`config.mk`:
```
export PLATFORM = sky130hd
export DESIGN_NAME = reg_file_mp
export DESIGN_NICKNAME = d
export VERILOG_FILES = /design/src/rtl/reg_file_mp.sv
export SDC_FILE = /design/constraint.sdc
export NUM_CORES = 2
export LEC_CHECK = 0
export CAP_MARGIN = 30
export CORE_ASPECT_RATIO = 2
export CORE_MARGIN = 4
export CORE_UTILIZATION = 40
export CTS_CLUSTER_SIZE = 10
export DETAILED_ROUTE_END_ITERATION = 10
export DONT_BUFFER_PORTS = 1
export SLEW_MARGIN = 20
export SYNTH_ARGS = -nofsm -noshare
export SYNTH_HDL_FRONTEND = slang
export SYNTH_SLANG_ARGS = --single-unit
export TNS_END_PERCENT = 1
```
`constraint.sdc`:
```
create_clock -name clk -period 5.45 [get_ports clk]
set_input_delay 0.8175 -clock clk [delete_from_list [all_inputs] [get_ports clk]]
set_output_delay 0.8175 -clock clk [all_outputs]
set_load 0.03 [all_outputs]
```
`src/rtl/reg_file_mp.sv`:
```
`default_nettype none
// ============================================================================
// Module   : reg_file_mp
// Purpose  : Parametrised multi-port integer register file with hardwired-zero
//            register 0, optional write-to-read bypass and a per-register
//            pending-write scoreboard for issue-stage hazard detection.
// Ports    :
//   clk       - clock
//   reset     - synchronous active-high reset (also forces read outputs to 0)
//   rd_addr   - NRP read addresses, port p at [p*AW +: AW]
//   rd_en     - per-port read enable
//   rd_data   - NRP read data words, port p at [p*XLEN +: XLEN]
//   rd_busy   - pending-write flag of the addressed register, per port
//   wr_addr   - NWP write addresses
//   wr_en     - per-port write enable
//   wr_data   - NWP write data words
//   wr_clr    - clear scoreboard bit of wr_addr (only with wr_en)
//   iss_en    - mark iss_addr as having a pending write
//   iss_addr  - destination register being issued
// Revision : 1.0 - initial release
// ============================================================================
module reg_file_mp #(
    parameter  int XLEN   = 32,
    parameter  int NREGS  = 32,
    parameter  int NRP    = 2,
    parameter  int NWP    = 1,
    parameter  int BYPASS = 1,
    localparam int AW     = $clog2(NREGS)
) (
    input  logic                 clk,
    input  logic                 reset,
    input  logic [NRP*AW-1:0]    rd_addr,
    input  logic [NRP-1:0]       rd_en,
    output logic [NRP*XLEN-1:0]  rd_data,
    output logic [NRP-1:0]       rd_busy,
    input  logic [NWP*AW-1:0]    wr_addr,
    input  logic [NWP-1:0]       wr_en,
    input  logic [NWP*XLEN-1:0]  wr_data,
    input  logic [NWP-1:0]       wr_clr,
    input  logic                 iss_en,
    input  logic [AW-1:0]        iss_addr
);

    // Entry 0 is reset to zero and never written, so it collapses to a
    // constant; reads of address 0 are additionally masked at the output.
    logic [XLEN-1:0]  r_regs [NREGS];
    logic [NREGS-1:0] r_pend;
    logic [NREGS-1:0] w_pend_next;

    // ------------------------------------------------------------------------
    // Storage: ascending port loop so the highest-index writer of an address
    // takes effect (last non-blocking assignment wins).
    // ------------------------------------------------------------------------
    always_ff @(posedge clk) begin
        if (reset) begin
            for (int i = 0; i < NREGS; i++) begin
                r_regs[i] <= '0;
            end
        end else begin
            for (int w = 0; w < NWP; w++) begin
                if (wr_en[w] && (wr_addr[w*AW +: AW] != '0)) begin
                    r_regs[wr_addr[w*AW +: AW]] <= wr_data[w*XLEN +: XLEN];
                end
            end
        end
    end

    // ------------------------------------------------------------------------
    // Scoreboard: clears first, then the issue set, so a new producer issued
    // in the same cycle as the old one's writeback keeps the register busy.
    // ------------------------------------------------------------------------
    always_comb begin
        w_pend_next = r_pend;
        for (int w = 0; w < NWP; w++) begin
            if (wr_en[w] && wr_clr[w]) begin
                w_pend_next[wr_addr[w*AW +: AW]] = 1'b0;
            end
        end
        if (iss_en) begin
            w_pend_next[iss_addr] = 1'b1;
        end
        w_pend_next[0] = 1'b0;
    end

    always_ff @(posedge clk) begin
        if (reset) begin
            r_pend <= '0;
        end else begin
            r_pend <= w_pend_next;
        end
    end

    // ------------------------------------------------------------------------
    // Read ports: combinational. Bypass picks the highest-index matching
    // writer; a same-cycle clear hides the busy flag immediately, whereas a
    // same-cycle issue only shows up once it is registered.
    // ------------------------------------------------------------------------
    for (genvar p = 0; p < NRP; p++) begin : g_rd
        logic [AW-1:0]   w_raddr;
        logic [XLEN-1:0] w_data;
        logic            w_clr_hit;
        logic            w_valid;

        assign w_raddr = rd_addr[p*AW +: AW];
        assign w_valid = !reset && rd_en[p] && (w_raddr != '0);

        always_comb begin
            w_data    = r_regs[w_raddr];
            w_clr_hit = 1'b0;
            for (int w = 0; w < NWP; w++) begin
                if (wr_en[w] && (wr_addr[w*AW +: AW] == w_raddr)) begin
                    if (BYPASS != 0) begin
                        w_data = wr_data[w*XLEN +: XLEN];
                    end
                    if (wr_clr[w]) begin
                        w_clr_hit = 1'b1;
                    end
                end
            end
        end

        assign rd_data[p*XLEN +: XLEN] = w_valid ? w_data : '0;
        assign rd_busy[p]              = w_valid && r_pend[w_raddr] && !w_clr_hit;
    end

endmodule
`default_nettype wire

```
* After elaboration in Yosys (flattened, before gate mapping)
Memory sizes are Yosys's and may differ from the RTL's.
Index checks and enable logic that the tools add are counted.
** Cells by class
- Add/sub/neg operators :: 0
- Multipliers :: 0
- Divide/modulo/power cells :: 0
- Order comparisons :: 6
- Eq/ne operators :: 2
- Shift-type cells :: 0
- Multiplexer cells :: 25
- Bitwise operators :: 3
- Reduce and logical (&&, ||, !) cells :: 21
** Operator list (number)
- 32-bit two-way mux :: 7
- 32-bit bitwise AND :: 1
- 32-bit inverter :: 1
- 32-bit bitwise OR :: 1
- 32-bit OR reduction :: 1
- 5-bit by 6-bit less-than comparator with 1-bit output, second input constant :: 4
- 5-bit nonzero test :: 3
- 1-bit logical AND :: 14
- 1-bit two-way mux :: 13
- 1-bit binary-select mux with 5-bit select :: 2
- 1-bit demux with 5-bit select :: 2
- 5-bit == test :: 2
- 5-bit by 1-bit greater-or-equal comparator with 1-bit output, second input constant :: 2
- 5-bit two-way mux :: 1
- 1-bit zero test :: 3
** Word-level totals
- Flip-flop bits (word level) :: 32
- Bits in latches :: 0
- RAM bits :: 1024
- ROM bits :: 0
- Output and inout port bits :: 66
- Memories :: 1
** Memory list
- r_regs :: words 32, width 32, read ports 2, clocked after Yosys merged registers in 0, write ports 32, line 46 : logic [XLEN-1:0] r_regs [NREGS];

* Longest topological paths before layout
- Word-level depth :: 9
- Mapped depth :: 10

* Worst setup path after synthesis
Ideal clock, no wire load.
- Path type :: input to output
- Start point :: in rd_addr[2]
- End point :: out rd_data[30]
- Arrival :: 2.669 ns
- Required time :: 4.633 ns
- Path slack :: 1.963 ns
- Cell stages on the path :: 9
- Cells stage by stage :: buf_2 -> buf_2 -> buf_2 -> buf_2 -> buf_2 -> nand3_1 -> nand4_1 -> mux2i_1 -> nor3_1
** Between the ends
- Longest elaborated chain between the ends :: 4
** Ends and longest elaborated chain
- start, declared :: line 32 : input logic [NRP*AW-1:0] rd_addr,
- branches (longest 3 deep; another with memory read 32 x 32 bit)
- 32-bit two-way mux (*) :: line 122 : assign rd_data[p*XLEN +: XLEN] = w_valid ? w_data : '0;
- end, declared :: line 34 : output logic [NRP*XLEN-1:0] rd_data,
Every way passes the cells marked *.

* Worst setup path in the final report
- Start point :: in rd_addr[6]
- End point :: out rd_data[62]
The elaborated chain is that of the path after synthesis.

==> run_results.csv <==
group,metric,value,unit
global_routing,antenna_found_initial,7,
power,power.static_leakage,21.1,nW
critical_path,worst_r2r_endpoint,"r_pend[21]",
synthesis,yosysUniqueCellTypes,46,
drt,drt_pre_antenna_iters,5,
critical_path,worst_ep_required_time,4.63,ns
drt,drt_wl_total,198000,um
global_routing,grt_pass1_vias,38607,
place,post-place-ws,1.38,ns
critical_path,timing_worst_setup_path_type,"input pin to output port",
place,place.gp.congestion,0.840,
global_routing,grt_max_degree,332,
drt,avgRoutedWirePerCell,34.0,um
finish,finalCoreUtilization,0.435,
critical_path,ff2ff_path_depth,2,
floorplanning,area_of_the_core_region,0.142,sq mm
clock_tree,clkLatencyLatePin,0.69,ns
clock_tree,postCtsSetupRepairBufs,0,
worst_hold_path,whs_endpoint,"r_regs[0][3]",
synthesis,postSynthRegisterBits,1055,
synthesis,synth_edf_count,1024,
drt,drc,0,
critical_path,startpoint_type,"input pin",
clock_tree,tritoncts,"done",
synthesis,mapped_cell_area,0.0574,sq mm
synthesis,postSynthCellCount,4110,
sta,final.min_clock_period,4.27,ns
floorplanning,initial_core_util,0.403,
sta,max_clock_freq,0.234,GHz
clock_tree,number_of_buffers_created_by_cts,115,
sta,totalNegativeSetupSlack,0,ns
finish,finish.net_count,3965,
clock_tree,clockRootBuffer,"sky130_fd_sc_hd__clkbuf_16",
power,worst_ir_drop_vdd,0.000295,V
clock_tree,count_of_hold_buffers_inserted_by_post_cts_repair,0,
global_routing,grt_first_pass_wirelength,280000,um
drt,route.vias.total,37019,
run,maxCapViolations,0,
critical_path,crit_path_max_fanout,235,
critical_path,r2r-start,"r_pend[21]",
finish,layout-drive-gt1-share,0.183,
floorplanning,die_w,276,um
worst_hold_path,worstHoldPathType,"input pin to register",
sta,worst_pin_slew,1.23,ns
sta,grt_setup_unrepaired,"no",
sta,report.final.slew_viol_count,0,
sta,post-route-worst-setup-slack,1.18,ns
finish,flow.area_growth_from_synthesis,8.00,%
drt,avgViaCountPerCell,6.35,
clock_tree,cts_max_path_buffers,3,
synthesis,synthArstFlopShare,0,
worst_hold_path,min_path_cells,0,
sta,hold_slack,0.253,ns
sta,finalSetupViolCount,0,
worst_hold_path,timing.hold.worst.start,"reset",
clock_tree,cts_max_level,3,
synthesis,syn_area_per_cell,14.0,sq um
finish,design_area,0.0620,sq mm
clock_tree,cts.sinks,1055,
floorplanning,die_h,544,um
synthesis,synthesis.yosys.warnings,0,
place,placed_area,0.0588,sq mm
sta,final.period_utilization,0.783,
floorplanning,design.die.area,0.150,sq mm
power,power_per_standard_cell_area,297,mW/mm^2
place,placed_cells,5670,
floorplanning,fp-row-count,196,
critical_path,timing.critical_path.to_type,"output port",
drt,final_antenna_net_count,0,
critical_path,reg2reg_slack,4.76,ns
outcome,run_status,"finished, final reports clean",
place,place.detailed.hpwl,114000,um
global_routing,gr-total-overflow,0,
synthesis,synth-seq-area-share,0.547,
clock_tree,clk_pin_slew,0.05,ns
drt,drt_iter0_drc,4213,
clock_tree,cts-resized-gates,0,
synthesis,yosys_most_used_dff,"sky130_fd_sc_hd__edfxtp_1",
sta,fin_worst_skew,0,ns
sta,worst_slew_margin_rel,0.177,
place,place.port_buffers,0,
finish,finish.cell_count_without_fillers,5828,
critical_path,timing.critical_path.arrival,3.45,ns
power,fin_total_pwr,18.4,mW
floorplanning,io-pin-count,125,
sta,finalHoldViolations,0,
global_routing,global_route_usage_sum,0.261,
## cell families after synthesis
kind of cell / after synthesis / share of synthesized area
AOI/OAI and AO/OA: 578 / 0.0756
xor gates and xnor gates: 10 / 0.00153
buffers and inverters: 445 / 0.0366
DFF: 1055 / 0.547
muxes: 695 / 0.203
other: 1 / 0.0000654
and+or+nand+nor: 1326 / 0.137
## state kept, by name (all words and copies together), names as in the netlist
name and count:
r_pend 31, r_regs 1024
## layout by cell type (no fill, tap or decap), types with 64 or more instances in the layout
cell type	netlist	layout
sky130_fd_sc_hd__nand2_1	73	72
sky130_fd_sc_hd__mux4_2	367	367
sky130_fd_sc_hd__a221o_1	64	64
sky130_fd_sc_hd__a22oi_1	96	96
sky130_fd_sc_hd__clkbuf_16	0	118
sky130_fd_sc_hd__buf_4	41	80
sky130_fd_sc_hd__and2_1	993	992
sky130_fd_sc_hd__mux2_2	64	64
sky130_fd_sc_hd__nor2_1	99	69
sky130_fd_sc_hd__edfxtp_1	1024	1024
sky130_fd_sc_hd__a21oi_1	99	99
sky130_fd_sc_hd__mux2i_1	264	264
sky130_fd_sc_hd__a221oi_1	128	128
## cell type report
cell class                      instances  area (sq um)
Timing Repair Buffer                   91           813
Sequential cell                      1055         31400
Fill cell                           12779         80500
Inverter                                2          8.76
Multi-Input combinational cell       2641         24300
Antenna cell                            2          5.00
Tap cell                             1881          2350
Clock inverter                          2          17.5
Clock buffer                          154          3090
## report_power, final
group / internal (mW) / switching [mW]
Combinational: 0.832 / 0.983
Sequential: 9.33 / 0.214
Clock: 3.86 / 3.16
## synth_stat cells (2+ instances only)
cell	n	area, sq um
sky130_fd_sc_hd__buf_1	23	86.3
sky130_fd_sc_hd__or2_2	31	194
sky130_fd_sc_hd__nand2b_1	3	18.8
sky130_fd_sc_hd__clkbuf_1	282	1060
sky130_fd_sc_hd__o21ai_1	31	155
sky130_fd_sc_hd__a21oi_1	99	495
sky130_fd_sc_hd__nand3_1	46	230
sky130_fd_sc_hd__nor3b_1	4	30.0
sky130_fd_sc_hd__mux2i_1	264	2640
sky130_fd_sc_hd__and3_1	6	37.5
sky130_fd_sc_hd__buf_4	41	308
sky130_fd_sc_hd__nand4_1	3	18.8
sky130_fd_sc_hd__nor2_1	99	372
sky130_fd_sc_hd__nor3_1	8	40.0
sky130_fd_sc_hd__xor2_1	8	70.1
sky130_fd_sc_hd__buf_2	72	360
sky130_fd_sc_hd__o21ai_0	31	155
sky130_fd_sc_hd__dfxtp_1	31	621
sky130_fd_sc_hd__buf_6	25	282
sky130_fd_sc_hd__and3b_1	3	26.3
sky130_fd_sc_hd__o221ai_1	31	272
sky130_fd_sc_hd__o311ai_1	19	166
sky130_fd_sc_hd__nand3b_1	7	52.6
sky130_fd_sc_hd__o311ai_0	11	96.3
sky130_fd_sc_hd__nand2_1	73	274
sky130_fd_sc_hd__o211ai_1	2	15.0
sky130_fd_sc_hd__xnor2_1	2	17.5
sky130_fd_sc_hd__a221o_1	64	641
sky130_fd_sc_hd__mux2_2	64	721
sky130_fd_sc_hd__nor4_1	2	12.5
sky130_fd_sc_hd__a221oi_1	128	1120
sky130_fd_sc_hd__a22oi_1	96	721
sky130_fd_sc_hd__and2_1	993	6210
sky130_fd_sc_hd__or3b_2	2	17.5
sky130_fd_sc_hd__o21bai_1	62	465
sky130_fd_sc_hd__nor2b_1	39	244
sky130_fd_sc_hd__edfxtp_1	1024	30700
sky130_fd_sc_hd__and4_1	3	26.3
sky130_fd_sc_hd__a31o_2	2	17.5
sky130_fd_sc_hd__mux4_2	367	8270
sky130_fd_sc_hd__a2111oi_0	2	17.5
sky130_fd_sc_hd__and2b_1	3	22.5
## critical path, cell delays in order
cell and delay (ns):
sky130_fd_sc_hd__nor2b_4 0.41, sky130_fd_sc_hd__buf_4 0.21, sky130_fd_sc_hd__a221oi_1 0.55, sky130_fd_sc_hd__a2111oi_0 0.24
sky130_fd_sc_hd__nor3_1 0.64, sky130_fd_sc_hd__buf_4 0.29
## worst max path at each step
| stage | startpoint | to | slack (ns) |
|---|---|---|---|
| after floorplan | rd_addr[2] | rd_data[30] | 1.96 |
| after global placement | rd_addr[5] | rd_data[54] | 1.23 |
| after detailed placement | rd_addr[4] | rd_data[22] | 1.38 |
| after CTS | rd_addr[4] | rd_data[22] | 1.37 |
| after global routing | rd_addr[4] | rd_data[0] | 1.19 |
| final | rd_addr[6] | rd_data[62] | 1.18 |
## per-layer routing
metal | part of all wire | GRT usage | vias up
met1 | 0.33 | 0.294 | 19084
met5 | 0.000056 | 0 | -
li1 | - | - | 15303
met4 | 0.061 | 0.135 | 2
met3 | 0.091 | 0.0590 | 574
met2 | 0.52 | 0.460 | 2056
No activity file was read; power rests on OpenSTA's default activity.
